--- src/rtl/nano_ifu.sv ---
// ---------------------------------------------------------------------------
// nano_ifu -- small in-order instruction fetch unit.
//
// Issues word-address read requests to an instruction memory, buffers the
// returned words with their PCs in a DEPTH-entry FIFO and presents the FIFO
// head to the core. A redirect from the core flushes the buffer, restarts
// fetch at the new PC and discards every response still in flight.
//
// Parameters
//   RESET_PC  fetch word address after reset
//   DEPTH     buffer entries; must be a power of 2 and at least 2
//
// Ports
//   i_clk, i_rst        clock; asynchronous active-high reset
//   i_redirect          flush and refetch from i_redirect_pc
//   i_redirect_pc       new fetch word address
//   o_mem_req           read request (driven from registered state only)
//   o_mem_addr          word address of the request (always fetch_pc)
//   i_mem_gnt           request accepted this cycle
//   i_mem_rvalid        in-order read data valid, >=1 cycle after its grant
//   i_mem_rdata         instruction word
//   o_inst_valid        FIFO head valid
//   o_inst, o_inst_pc   FIFO head instruction and its word address
//   i_inst_ready        core consumes the head this cycle
//
// Handshakes: a transfer happens in a cycle where the producer's valid
// (o_mem_req / o_inst_valid) and the consumer's ready (i_mem_gnt /
// i_inst_ready) are both high at the rising edge. Once raised, o_mem_req and
// o_mem_addr hold until granted; only a redirect may move o_mem_addr.
// ---------------------------------------------------------------------------
module nano_ifu #(
  parameter logic [31:0] RESET_PC = 32'h0,
  parameter int unsigned DEPTH    = 4
) (
  input  logic        i_clk,
  input  logic        i_rst,
  input  logic        i_redirect,
  input  logic [31:0] i_redirect_pc,
  output logic        o_mem_req,
  output logic [31:0] o_mem_addr,
  input  logic        i_mem_gnt,
  input  logic        i_mem_rvalid,
  input  logic [31:0] i_mem_rdata,
  output logic        o_inst_valid,
  output logic [31:0] o_inst,
  output logic [31:0] o_inst_pc,
  input  logic        i_inst_ready
);

  localparam int unsigned AW = $clog2(DEPTH);
  localparam int unsigned CW = $clog2(DEPTH + 1);

  typedef logic [AW-1:0] ptr_t;
  typedef logic [CW-1:0] cnt_t;

  localparam cnt_t DEPTH_C = cnt_t'(DEPTH);

  // Architectural state
  logic [31:0] fetch_pc;
  logic [31:0] resp_pc;
  cnt_t        out_cnt;     // granted, response not yet returned
  cnt_t        drop_cnt;    // responses still to be discarded after a redirect
  cnt_t        fifo_count;
  ptr_t        wr_ptr;
  ptr_t        rd_ptr;

  logic [31:0] pc_mem   [DEPTH];
  logic [31:0] inst_mem [DEPTH];

  // Event decode
  logic        issue;
  logic        rsp;
  logic        drop;
  logic        push;
  logic        pop;
  cnt_t        out_cnt_nxt;
  logic [CW:0] inflight;

  // Buffered plus in-flight words never exceed DEPTH, so a push always has a
  // free slot and the FIFO cannot overflow.
  assign inflight  = {1'b0, fifo_count} + {1'b0, out_cnt};
  assign o_mem_req = (inflight < {1'b0, DEPTH_C});
  assign o_mem_addr = fetch_pc;

  assign issue = o_mem_req & i_mem_gnt;
  // A response with nothing outstanding is a protocol error and is ignored.
  assign rsp   = i_mem_rvalid & (out_cnt != '0);
  assign drop  = rsp & (drop_cnt != '0);
  // A redirect flushes the buffer, so neither the in-cycle response nor the
  // in-cycle pop may touch it.
  assign push  = rsp & (drop_cnt == '0) & ~i_redirect;
  assign pop   = o_inst_valid & i_inst_ready & ~i_redirect;

  // Outstanding count after this cycle: counts this cycle's grant, excludes
  // this cycle's response. On a redirect every one of these is stale.
  assign out_cnt_nxt = out_cnt + cnt_t'(issue) - cnt_t'(rsp);

  always_ff @(posedge i_clk or posedge i_rst) begin
    if (i_rst) begin
      fetch_pc   <= RESET_PC;
      resp_pc    <= RESET_PC;
      out_cnt    <= '0;
      drop_cnt   <= '0;
      fifo_count <= '0;
      wr_ptr     <= '0;
      rd_ptr     <= '0;
    end else begin
      out_cnt <= out_cnt_nxt;
      if (i_redirect) begin
        fetch_pc   <= i_redirect_pc;
        resp_pc    <= i_redirect_pc;
        drop_cnt   <= out_cnt_nxt;
        fifo_count <= '0;
        wr_ptr     <= '0;
        rd_ptr     <= '0;
      end else begin
        if (issue) fetch_pc <= fetch_pc + 32'd1;
        if (drop)  drop_cnt <= drop_cnt - cnt_t'(1);
        if (push) begin
          wr_ptr  <= wr_ptr + ptr_t'(1);
          resp_pc <= resp_pc + 32'd1;
        end
        if (pop) rd_ptr <= rd_ptr + ptr_t'(1);
        if (push && !pop) begin
          fifo_count <= fifo_count + cnt_t'(1);
        end else if (pop && !push) begin
          fifo_count <= fifo_count - cnt_t'(1);
        end
      end
    end
  end

  // Buffer storage needs no reset: entries are only read while counted valid.
  always_ff @(posedge i_clk) begin
    if (push) begin
      pc_mem[wr_ptr]   <= resp_pc;
      inst_mem[wr_ptr] <= i_mem_rdata;
    end
  end

  assign o_inst_valid = (fifo_count != '0);
  assign o_inst       = inst_mem[rd_ptr];
  assign o_inst_pc    = pc_mem[rd_ptr];

endmodule
--- config.mk ---
export PLATFORM = sky130hd
export DESIGN_NAME = nano_ifu
export DESIGN_NICKNAME = d
export VERILOG_FILES = /design/src/rtl/nano_ifu.sv
export SDC_FILE = /design/constraint.sdc
export NUM_CORES = 1
export LEC_CHECK = 0
export CAP_MARGIN = 0
export CELL_PAD_IN_SITES_DETAIL_PLACEMENT = 1
export CELL_PAD_IN_SITES_GLOBAL_PLACEMENT = 1
export CORE_MARGIN = 5
export CORE_UTILIZATION = 25
export DETAILED_ROUTE_END_ITERATION = 10
export GPL_TIMING_DRIVEN = 0
export HOLD_SLACK_MARGIN = 0.08
export PLACE_DENSITY = 0.56
export SETUP_SLACK_MARGIN = 0.02
export SLEW_MARGIN = 15
export SYNTH_ARGS = -nofsm -noshare
export SYNTH_HDL_FRONTEND = slang
export SYNTH_SLANG_ARGS = --single-unit
export TNS_END_PERCENT = 30
--- constraint.sdc ---
create_clock -name i_clk -period 2.8 [get_ports i_clk]
set_input_delay 0.56 -clock i_clk [delete_from_list [all_inputs] [get_ports i_clk]]
set_output_delay 0.56 -clock i_clk [all_outputs]
set_load 0.05 [all_outputs]
* Word-level counts from Yosys, hierarchy flattened
Memories as Yosys holds them, arrays and structs flattened.
Cells that the tools add are included.
** Cells by class
- Reductions and logical operators :: 13
- Bitwise operators :: 8
- Order comparisons :: 1
- $add $sub $neg :: 10
- Mux-type cells :: 15
** Operators by type and width (number)
- 32-bit two-way mux :: 4
- 32-bit by 1-bit adder with 32-bit output, second input constant :: 2
- 3-bit two-way mux :: 5
- 3-bit nonzero test :: 4
- 2-bit two-way mux :: 4
- 2-bit nonzero test :: 4
- 1-bit AND :: 7
- 3-bit by 1-bit subtractor with 3-bit output, second input constant :: 2
- 2-bit by 1-bit adder with 2-bit output, second input constant :: 2
- 3-bit by 3-bit adder with 4-bit output :: 1
- 4-bit by 3-bit less-than comparator with 1-bit output, second input constant :: 1
- 3-bit by 1-bit adder with 3-bit output :: 1
- 3-bit by 1-bit adder with 3-bit output, second input constant :: 1
- 3-bit zero test :: 1
- 3-bit by 1-bit subtractor with 3-bit output :: 1
- 1-bit logical AND :: 2
- 1-bit zero test :: 2
- 1-bit two-way mux :: 2
- 1-bit NOT :: 1
** Word-level totals
- Input bits :: 70
- RAM bits :: 256
- Memories kept :: 2
- Word-level logic and storage cells :: 56
- Output and inout port bits :: 98
- Bits in registers :: 77
** Memory list
- inst_mem :: depth 4, width 32, read ports 1, clocked after Yosys merged registers in 0, wr ports 1, RTL line 68 : logic [31:0] inst_mem [DEPTH];
- pc_mem :: depth 4, width 32, read ports 1, clocked after Yosys merged registers in 0, wr ports 1, RTL line 67 : logic [31:0] pc_mem [DEPTH];

* Logic depth before layout (Yosys ltp)
Gate-level depths: netlist (run 1).
- Depth after elaboration :: 9
- Depth in mapped cells :: 11
- Depth with buffers taken out :: 11

* Least setup slack after synthesis (run 1)
No wires, ideal clock.
- Path type :: input-to-reg
- From :: input port i_redirect
- To :: memory inst_mem[0][0] (enable)
- Path slack :: -0.597 ns
- Data required time :: 2.371 ns
- Setup time :: 0.429 ns
- Data arrival time :: 2.967 ns
- Stages :: 5
- Buffers on the path :: 3
- Cells stage by stage :: clkbuf_1 -> inv_1 -> clkbuf_1 -> clkbuf_1 -> and3_1
** On the way
- Word-level cells in the longest chain between the ends :: 4
** Ends and longest elaborated chain
- start, declared :: RTL line 37 : input logic i_redirect,
- 1-bit NOT :: RTL line 91 : assign push = rsp & (drop_cnt == '0) & ~i_redirect;
- 1-bit AND :: RTL line 91
- 1-bit two-way mux :: RTL line 135 : if (push) begin
- 1-bit two-way mux (implied by the code) :: RTL line 137 : inst_mem[wr_ptr] <= i_mem_rdata;
- end, declared :: RTL line 68
No other way between the ends.

* Final worst setup path (run 1)
- From :: register rd_ptr[0]
- To :: output port o_inst[6]
** On the way
- Word-level cells in the longest chain between the ends :: 1
** Ends and longest elaborated chain
- start, declared :: RTL line 65 : ptr_t rd_ptr;
- start signal, assigned :: RTL line 123 : if (pop) rd_ptr <= rd_ptr + ptr_t'(1);
- memory 4 x 32 bit
- end, declared :: RTL line 45 : output logic [31:0] o_inst,
No other way between the ends.

==> results of run 1 <==
-- logic make-up after synthesis --
family,after synthesis,synth area share [%]
muxes,76,11.1
adders and majority gates,14,1.34
DFF,333,67.6
buffers and inverters,68,1.90
and+or+nand+nor,269,10.9
AOI/OAI and AO/OA,117,6.04
xor gates and xnor gates,19,1.17
-- sequential cells by signal (all words and copies together), names as in the netlist, 3 cells and up --
name,count
pc_mem,128
drop_cnt,3
fifo_count,3
inst_mem,128
resp_pc,32
out_cnt,3
o_mem_addr,32
-- synthesized netlist by cell type (14+ instances only) --
library cell	instances
a211oi_1	25
a31oi_1	17
and3_1	18
and4_1	18
clkbuf_1	32
dfrtp_1	77
edfxtp_1	256
inv_1	16
mux4_2	64
nand2_1	35
nand3_1	25
nand4_1	26
nor2_1	45
nor2b_1	18
nor4_1	19
o21ai_0	14
o31ai_1	15
or4_1	14
xnor2_1	14
-- layout make-up --
type	count	area (sq um)	share of cell area, %
Timing Repair Buffer	174	1680	9.21
Inverter	17	66.3	0.364
Clock buffer	50	1060	5.81
Buffer	50	314	1.72
Tap cell	756	946	5.19
Clock inverter	18	175	0.960
Sequential cell	333	9620	52.7
Multi-Input combinational cell	495	4390	24.0
-- final timing paths --
check | to | cells after the start | slack [ns] | start
hold / removal | resp_pc[8] | 2 | 0.41 | i_rst
setup / recovery | o_inst[6] | 3 | 0.09 | rd_ptr[0]
hold reg to reg | pc_mem[0][18] | 0 | 0.57 | resp_pc[18]
max in group asynchronous | resp_pc[29] | 3 | 1.75 | i_rst
setup reg to reg | drop_cnt[2] | 11 | 0.12 | out_cnt[2]
min in group i_clk | pc_mem[0][18] | 0 | 0.57 | resp_pc[18]
-- metal layers --
metal	vias to the layer above	global-route usage (%)
li1	4068	-
met1	4694	17.3
met2	206	22.2
met3	53	3.33
met4	0	2.87
met5	-	0
-- what timing repair did --
item,4_1_cts,5_1_grt
gates resized for setup,318,24
pin swaps,5,2
setup buffers,2,1
setup endpoints to repair,207,182
-- power groups by stage --
stage	Clock (mW)	Sequential, mW	Combinational, mW
CTS	5.14	6.06	5.19
detailed placement	0	6.15	5.21
global route	5.36	6.12	5.47
floorplan	0	6.24	3.26
global placement	0	6.13	5.14
finish	4.97	6.06	5.13
-- stage by stage --
step / instance area, sq um / setup slack [ns] / hold WS, ns / utilization, %
floorplan: 14200 / -0.582 / 0.471 / -
global placement: 16800 / -2.72 / 0.549 / 29.8
global route: 18200 / -0.0333 / 0.434 / 32.4
CTS: 18200 / -0.00757 / 0.413 / 32.3
finish: 18200 / 0.0869 / 0.409 / 32.4
detailed placement: 17000 / -0.675 / 0.565 / 30.1
==> results.toml, run 1 <==
[drt]
wl_met1_um = 18800
dr_wl_met2_um = 20100
via_per_inst = 4.77
post_drt_wl_per_cell_um = 22.0
top_layer = "met4"
drtAntennaViolNets = 0
drt_iter0_drc = 479
vias = 9021
route.met3.wl_um = 2000
wl_um = 41600
drc_errors = 0
drtPass1Iterations = 4

[synth]
yosys_warnings = 0
synth.top_cells.by_area = "edfxtp_1, dfrtp_1, mux4_2"
yosys_most_used_dff = "edfxtp_1"
avgSynthCellArea_sq_um = 15.9
ys_types = 54
ys_ff_latch = 333
syn_area_sq_mm = 0.0142
ys_seq_area_share_pct = 67.6
yosys.area.top_type = "edfxtp_1"
synth_nets = 980
synthCells = 896
synth_top_area_share_pct = 54.1
async_flop_share_pct = 23.1
synth_edf_count = 256

[sta]
tns_ns = 0
rsz0062_at_grt = "yes"
hold_viol = 0
timing.final.crit_share_pct = 96.9
min_period_ns = 2.71
max_freq_mhz = 369
clock_skew_ns = 0.0164
finalSetupViolations = 0
final_max_slew_viol_count = 0
slew_headroom_pct = 44.3
worstMarginPinSlew_ns = 0.835

[placement]
place.gp.congestion = 0.813
dp_hpwl_um = 28600
dpl.cell_count = 1823
portBuffers = 166

[setup_path]
critPathBufInv = 2
cp-start-kind = "flip-flop"
crit_type = "reg2out"
critPathRequiredTime_ns = 2.24
path_max_fanout = 10
slowest_delay_ns = 0.51
worstPathArrival_ns = 2.15
crit_family = "buffers and inverters"
cp-end-kind = "output port"
crit_chain = "buf_6 -> mux4_2 -> dlygate4sd2_1"
cpMaxStageDelayCell = "mux4_2"

[floorplan]
initial_core_util_pct = 25.2
num_io_pins = 168
die_x_um = 248
core_sq_mm = 0.0564
rows = 87
die_y_um = 248
die_area_sq_mm = 0.0617

[clock_network]
clkTransAtPathRegs_ns = 0.06
htreeDepth = 2
root_buffer = "clkbuf_16"
ctsLongestPathBuffers = 3
clkSinkCount = 333
cts_hold_buffers = 0
clock_latency_ns = 0.54
cts_inserted_buffers = 39
tritoncts = "done"

[hold_path]
min_path_type = "in2async"

[pwr]
p_int_mw = 10.5
seqPwrFrac_pct = 37.5
sw_frac_of_total_pct = 35.1
power_frac_comb_pct = 31.7
p_leak_nw = 6.04
switching_power_mw = 5.67
powerDensity_mw_per_mm2 = 886
power_frac_clock_pct = 30.8
vdd_drop_max_mv = 0.439
fin_total_pwr_mw = 16.2

[global_routing]
grt_pass1_vias = 9885
grt_overflow = 0
grt_first_pass_wirelength_um = 63400
grt_max_degree = 48
grtUsageTotal_pct = 13.2
antenna_found_initial = 0

[layout]
diodes = 0
most-common-layout-cells = "edfxtp_1, clkdlybuf4s50_1, dfrtp_1, mux4_2, nor2_1"
fillers = 5966
mostFrequentLayoutCell = "edfxtp_1"
finalNetCount = 1194
area_growth_pct = 28.3
drive_gt1_share_pct = 20.8
stdcell_count = 1893

[flow_run]
drv_cap = 0

[run_status]
status = "finished, final reports clean"
No activity file was read; power rests on OpenSTA's default activity.
==> run 2, diff against run 1 <==
--- a/config.mk
+++ b/config.mk
@@ -5,15 +5,16 @@
 export SDC_FILE = /design/constraint.sdc
 export NUM_CORES = 1
 export LEC_CHECK = 0
+export ABC_AREA = 1
 export CAP_MARGIN = 0
 export CELL_PAD_IN_SITES_DETAIL_PLACEMENT = 1
 export CELL_PAD_IN_SITES_GLOBAL_PLACEMENT = 1
-export CORE_MARGIN = 5
+export CORE_MARGIN = 1
 export CORE_UTILIZATION = 25
 export DETAILED_ROUTE_END_ITERATION = 10
 export GPL_TIMING_DRIVEN = 0
 export HOLD_SLACK_MARGIN = 0.08
-export PLACE_DENSITY = 0.56
+export PLACE_DENSITY_LB_ADDON = 0.15
 export SETUP_SLACK_MARGIN = 0.02
 export SLEW_MARGIN = 15
 export SYNTH_ARGS = -nofsm -noshare
==> results.toml, run 2 <==
[synth]
yosys_most_used_dff = "edfxtp_1"
ys_ff_latch = 333
synth_nets = 1523
async_flop_share_pct = 23.1
yosys.area.top_type = "edfxtp_1"
synth_edf_count = 256
synthMuxAreaShare_pct = 0
synth_xor_area_share_pct = 2.06
avgSynthCellArea_sq_um = 10.3
synth.top_cells.by_area = "edfxtp_1, dfrtp_1, nand2_1"
synth_top_area_share_pct = 51.6
synth.most_common_cell = "nand2_1"
synthTopCellsByCount = "nand2_1, edfxtp_1, nor2_1"
ys_types = 36
synthCells = 1439
synth_top_family_by_area = "simple AND/OR/NAND/NOR gates"
synthAdderAreaFrac_pct = 1.28
ys_seq_area_share_pct = 64.6
synth_compound_area_share_pct = 9.44
yosys_warnings = 0
yosys.area_share.simple_pct = 18.8
syn_area_sq_mm = 0.0149

[layout]
fillers = 6578
diodes = 0
top_regs = "inst_mem x128, pc_mem x128"
area_growth_pct = 29.9
finalNetCount = 1753
drive_gt1_share_pct = 16.1
most-common-layout-cells = "nand2_1, edfxtp_1, nor2_1, o21ai_0, clkdlybuf4s50_1"
mostFrequentLayoutCell = "nand2_1"

[flow_run]
drv_cap = 0

[sta]
slew_headroom_pct = 52.8
timing.final.crit_share_pct = 98.5
tns_ns = 0
finalSetupViolations = 0
hold_slack_ns = 0.393
final_max_slew_viol_count = 0
max_freq_mhz = 363
min_period_ns = 2.76
worstMarginPinSlew_ns = 0.708
hold_viol = 0
clock_skew_ns = 0.0134
rsz0062_at_grt = "yes"

[drt]
wl_um = 49900
post_drt_wl_per_cell_um = 20.2
vias = 11200
drtAntennaViolNets = 0
drtPass1Iterations = 4
drt_iter0_drc = 420
via_per_inst = 4.55
drc_errors = 0

[clock_network]
clock_latency_ns = 0.57
clkTransAtPathRegs_ns = 0.06
cts_inserted_buffers = 41
tritoncts = "done"
root_buffer = "clkbuf_16"
clkSinkCount = 333
ctsLongestPathBuffers = 3
htreeDepth = 2

[pwr]
sw_frac_of_total_pct = 39.3
seqPwrFrac_pct = 36.6
power_frac_clock_pct = 28.8
p_int_mw = 10.7
powerDensity_mw_per_mm2 = 911
power_frac_comb_pct = 34.7
p_leak_nw = 7.21
vdd_drop_max_mv = 0.433
switching_power_mw = 6.92

[global_routing]
antenna_found_initial = 0
grt_pass1_vias = 11800
met2_usage_pct = 28.8
busiest_layer = "met2"
use_met3_pct = 2.22
grt_first_pass_wirelength_um = 74300
grt_util_met1_pct = 21.4
grt_overflow = 0
grt_max_degree = 48
grtUsageTotal_pct = 16.6

[setup_path]
r2r_slack_ns = 0.08
rr_worst_depth = 13
cp-start-kind = "flip-flop"
cp-end-kind = "output port"
crit_path_end = "o_inst_pc[14]"
worstPathArrival_ns = 2.20
critPathRequiredTime_ns = 2.24
rr_startpoint = "fifo_count[2]"
r2r_end = "drop_cnt[2]"
crit_start = "rd_ptr[0]"
path_max_fanout = 10
crit_type = "reg2out"

[floorplan]
rows = 89
die_area_sq_mm = 0.0605
die_x_um = 246
num_io_pins = 168
initial_core_util_pct = 25.3
die_y_um = 246
core_sq_mm = 0.0589

[placement]
dp_hpwl_um = 35900
place.gp.congestion = 0.794
portBuffers = 166

[run_status]
status = "finished, final reports clean"

[hold_path]
min_path_type = "in2async"
run 2: layer usage:
| layer | wire length (um) | share of wire, % | vias to the layer above |
|---|---|---|---|
| li1 | - | - | 5417 |
| met1 | 22500 | 45 | 5576 |
| met2 | 24800 | 50 | 181 |
| met3 | 1590 | 3.2 | 59 |
| met4 | 1010 | 2.0 | 0 |
| met5 | 0 | 0 | - |
run 2: power by group through the flow:
stage | combinational, mW | clock (mW) | sequential [mW]
floorplan | 3.32 | 0 | 6.81
global placement | 5.87 | 0 | 6.54
detailed placement | 5.97 | 0 | 6.54
CTS | 6.00 | 5.25 | 6.45
global route | 6.59 | 5.37 | 6.53
finish | 6.11 | 5.07 | 6.45
run 2: worst min-delay path by stage:
stage | startpoint | slack, ns | cells after the start | end
global route | i_rst | 0.41 | 2 | out_cnt[1]
detailed placement | out_cnt[2] | 0.55 | 1 | out_cnt[2]
global placement | fifo_count[0] | 0.54 | 1 | fifo_count[0]
CTS | i_rst | 0.38 | 2 | out_cnt[1]
floorplan | out_cnt[2] | 0.49 | 1 | out_cnt[2]
finish | i_rst | 0.39 | 2 | out_cnt[1]
run 2: per-stage QoR:
step | instance area, sq um | setup slack, ns | power, mW | instances | util (%)
floorplan | 14900 | -0.373 | 10.1 | 1439 | -
global placement | 17500 | -2.39 | 12.4 | 2378 | 29.8
detailed placement | 17900 | -0.680 | 12.5 | 2391 | 30.3
CTS | 19200 | -0.0278 | 17.7 | 2462 | 32.5
global route | 19300 | -0.0901 | 18.5 | 2470 | 32.8
finish | 19300 | 0.0434 | 17.6 | 2470 | 32.8
run 2: cells by family after synthesis:
logic type	Yosys count
AO/OA/AOI/OAI	254
AND/OR/NAND/NOR	661
XOR/XNOR	35
flip-flops	333
adder cells (fa/ha/maj)	14
buffers and inverters	142
run 2: layout make-up:
class | instances | area [sq um] | area share [%]
Clock buffer | 45 | 1060 | 5.49
Clock inverter | 26 | 210 | 1.09
Multi-Input combinational cell | 964 | 4850 | 25.1
Inverter | 83 | 317 | 1.64
Buffer | 58 | 410 | 2.12
Tap cell | 773 | 967 | 5.00
Timing Repair Buffer | 188 | 1910 | 9.87
Sequential cell | 333 | 9620 | 49.7
run 2: worst max-delay path: stages (launching register included):
cell and delay, ns:
dfrtp_2 0.46, buf_6 0.17, inv_2 0.09, buf_12 0.16, buf_6 0.16, nor2_1 0.05
o22ai_1 0.24, buf_4 0.26
run 2: timing repair:
item	4_1_cts	5_1_grt
endpoints found under the setup margin	66	74
resized for setup	440	52
setup buffers	1	8
pin swaps	6	10
cloned	0	0
hold buffers	0	0
==> run 3, diff against run 2 <==
--- a/config.mk
+++ b/config.mk
@@ -10,10 +10,11 @@
 export CELL_PAD_IN_SITES_DETAIL_PLACEMENT = 1
 export CELL_PAD_IN_SITES_GLOBAL_PLACEMENT = 1
 export CORE_MARGIN = 1
-export CORE_UTILIZATION = 25
+export CORE_UTILIZATION = 40
+export CTS_BUF_LIST = sky130_fd_sc_hd__clkbuf_8 sky130_fd_sc_hd__clkbuf_16
 export DETAILED_ROUTE_END_ITERATION = 10
 export GPL_TIMING_DRIVEN = 0
-export HOLD_SLACK_MARGIN = 0.08
+export HOLD_SLACK_MARGIN = 0.06
 export PLACE_DENSITY_LB_ADDON = 0.15
 export SETUP_SLACK_MARGIN = 0.02
 export SLEW_MARGIN = 15
==> results.toml, run 3 (same netlist as run 2, synthesis figures left out) <==
[run_status]
status = "finished, final reports clean"

[setup_path]
rr_startpoint = "out_cnt[2]"
critPathBufInv = 5
slowest_delay_ns = 0.45
rr_worst_depth = 13
cp-end-kind = "output port"
critPathRequiredTime_ns = 2.24
crit_type = "reg2out"
crit_chain = "buf_6 -> inv_2 -> buf_8 -> clkbuf_4 -> o21ai_0 -> o22ai_1 -> buf_4"
r2r_slack_ns = 0.12
crit_family = "buffers and inverters"
cp-start-kind = "flip-flop"
cpMaxStageDelayCell = "dfrtp_2"
worstPathArrival_ns = 2.19
path_max_fanout = 10
r2r_end = "drop_cnt[2]"

[layout]
top_regs = "inst_mem x128, pc_mem x128"
diodes = 0
drive_gt1_share_pct = 14.3
fillers = 4058
area_growth_pct = 24.1
most-common-layout-cells = "nand2_1, edfxtp_1, nor2_1, o21ai_0, clkdlybuf4s50_1"
finalNetCount = 1744
mostFrequentLayoutCell = "nand2_1"

[sta]
hold_slack_ns = 0.397
worstMarginPinSlew_ns = 0.806
min_period_ns = 2.75
clock_skew_ns = 0.0177
slew_headroom_pct = 46.1
setup_ws_ns = 0.0543
hold_viol = 0
final_max_slew_viol_count = 0
timing.final.crit_share_pct = 98.1
rsz0062_at_grt = "yes"
finalSetupViolations = 0
max_freq_mhz = 364

[pwr]
p_leak_nw = 7.06
fin_total_pwr_mw = 16.7
vdd_drop_max_mv = 0.445
powerDensity_mw_per_mm2 = 903

[global_routing]
grt_util_met1_pct = 31.6
grt_pass1_vias = 12100
grt_overflow = 0
grt_max_degree = 54
use_met3_pct = 2.79
busiest_layer = "met2"
met2_usage_pct = 40.8
antenna_found_initial = 1
grt_first_pass_wirelength_um = 69300
grtUsageTotal_pct = 23.9

[floorplan]
core_sq_mm = 0.0366
initial_core_util_pct = 40.7
rows = 70
die_x_um = 195
die_area_sq_mm = 0.0380
num_io_pins = 168
die_y_um = 195

[placement]
portBuffers = 166
place.gp.congestion = 0.868
dp_hpwl_um = 31500
place_ws_ns = -0.564

[drt]
drtPass1Iterations = 5
drc_errors = 0
drtAntennaViolNets = 0
post_drt_wl_per_cell_um = 20.8
wl_um = 44700
via_per_inst = 5.31
drt_iter0_drc = 556
vias = 11400

[hold_path]
min_path_type = "in2async"

[clock_network]
clkTransAtPathRegs_ns = 0.06
cts_inserted_buffers = 37
clkSinkCount = 333
tritoncts = "done"
cts_hold_buffers = 0
htreeDepth = 2
root_buffer = "clkbuf_16"
clock_latency_ns = 0.52
ctsLongestPathBuffers = 3

[flow_run]
drv_cap = 0
==> run 3: changes by cell type in the layout (fill, tap and decap cells not counted), sizes merged <==
cell,delta
buf,-16
bufinv,-1
clkbuf,+4
clkinv,-10
clkinvlp,-2
inv,+14
nor2,+1
==> run 3: worst register-to-register path, delay by kind of cell, from the launching register on <==
family,cells,cell delay (ns)
flops,1,0.41
xor+xnor,2,0.38
buf+inv,2,0.09
fa+ha+maj,4,1.14
simple gates,4,0.43
compound gates,1,0.15
==> run 3: through the flow <==
| step | cells | cell area [sq um] | util, % | setup TNS, ns |
|---|---|---|---|---|
| detailed placement | 2083 | 17400 | 47.5 | -25.20 |
| floorplan | 1439 | 14900 | - | -95.36 |
| global placement | 2073 | 17100 | 46.8 | -655.58 |
| CTS | 2150 | 18400 | 50.2 | 0 |
| finish | 2155 | 18500 | 50.5 | 0 |
| global route | 2155 | 18500 | 50.5 | -0.0874 |
==> run 3: area by class of cell <==
type | instances | area (sq um) | share of cell area [%]
Buffer | 59 | 372 | 2.01
Sequential cell | 333 | 9620 | 52.0
Inverter | 83 | 317 | 1.71
Timing Repair Buffer | 181 | 1710 | 9.26
Clock inverter | 27 | 145 | 0.785
Multi-Input combinational cell | 965 | 4780 | 25.9
Clock buffer | 39 | 953 | 5.16
Tap cell | 468 | 586 | 3.17
==> run 3: report_power, final <==
| part | total (mW) | switching [mW] | internal [mW] |
|---|---|---|---|
| sequential | 6.41 | 0.592 | 5.82 |
| clock | 4.43 | 1.89 | 2.54 |
| combinational | 5.84 | 4.04 | 1.80 |
| total | 16.7 | 6.53 | 10.2 |
==> run 3: how the worst max path moves through the flow <==
stage / startpoint / end / slack [ns] / cells after the start
2_1_floorplan: i_redirect / inst_mem[0][0] / -0.37 / 5
3_5_place_dp: rd_ptr[0] / o_inst_pc[10] / -0.56 / 7
3_3_place_gp: i_mem_rvalid / inst_mem[3][5] / -2.14 / 4
5_1_grt: out_cnt[2] / drop_cnt[2] / -0.07 / 13
4_1_cts: rd_ptr[0] / o_inst[13] / 0.004 / 7
6_report: rd_ptr[0] / o_inst[21] / 0.05 / 7
==> run 3: timing repair <==
action | CTS | global route
gates resized for setup | 382 | 62
endpoints found under the setup margin | 65 | 62
pin swaps | 3 | 4
hold endpoints to repair | 0 | 0
setup buffers | 1 | 4
cloned | 0 | 1
==> run 3: routing by layer <==
layer | wire [um] | part of all wire, %
met1 | 19700 | 44
met2 | 21900 | 49
met5 | 13 | 0.029
met4 | 1310 | 2.9
met3 | 1810 | 4.1
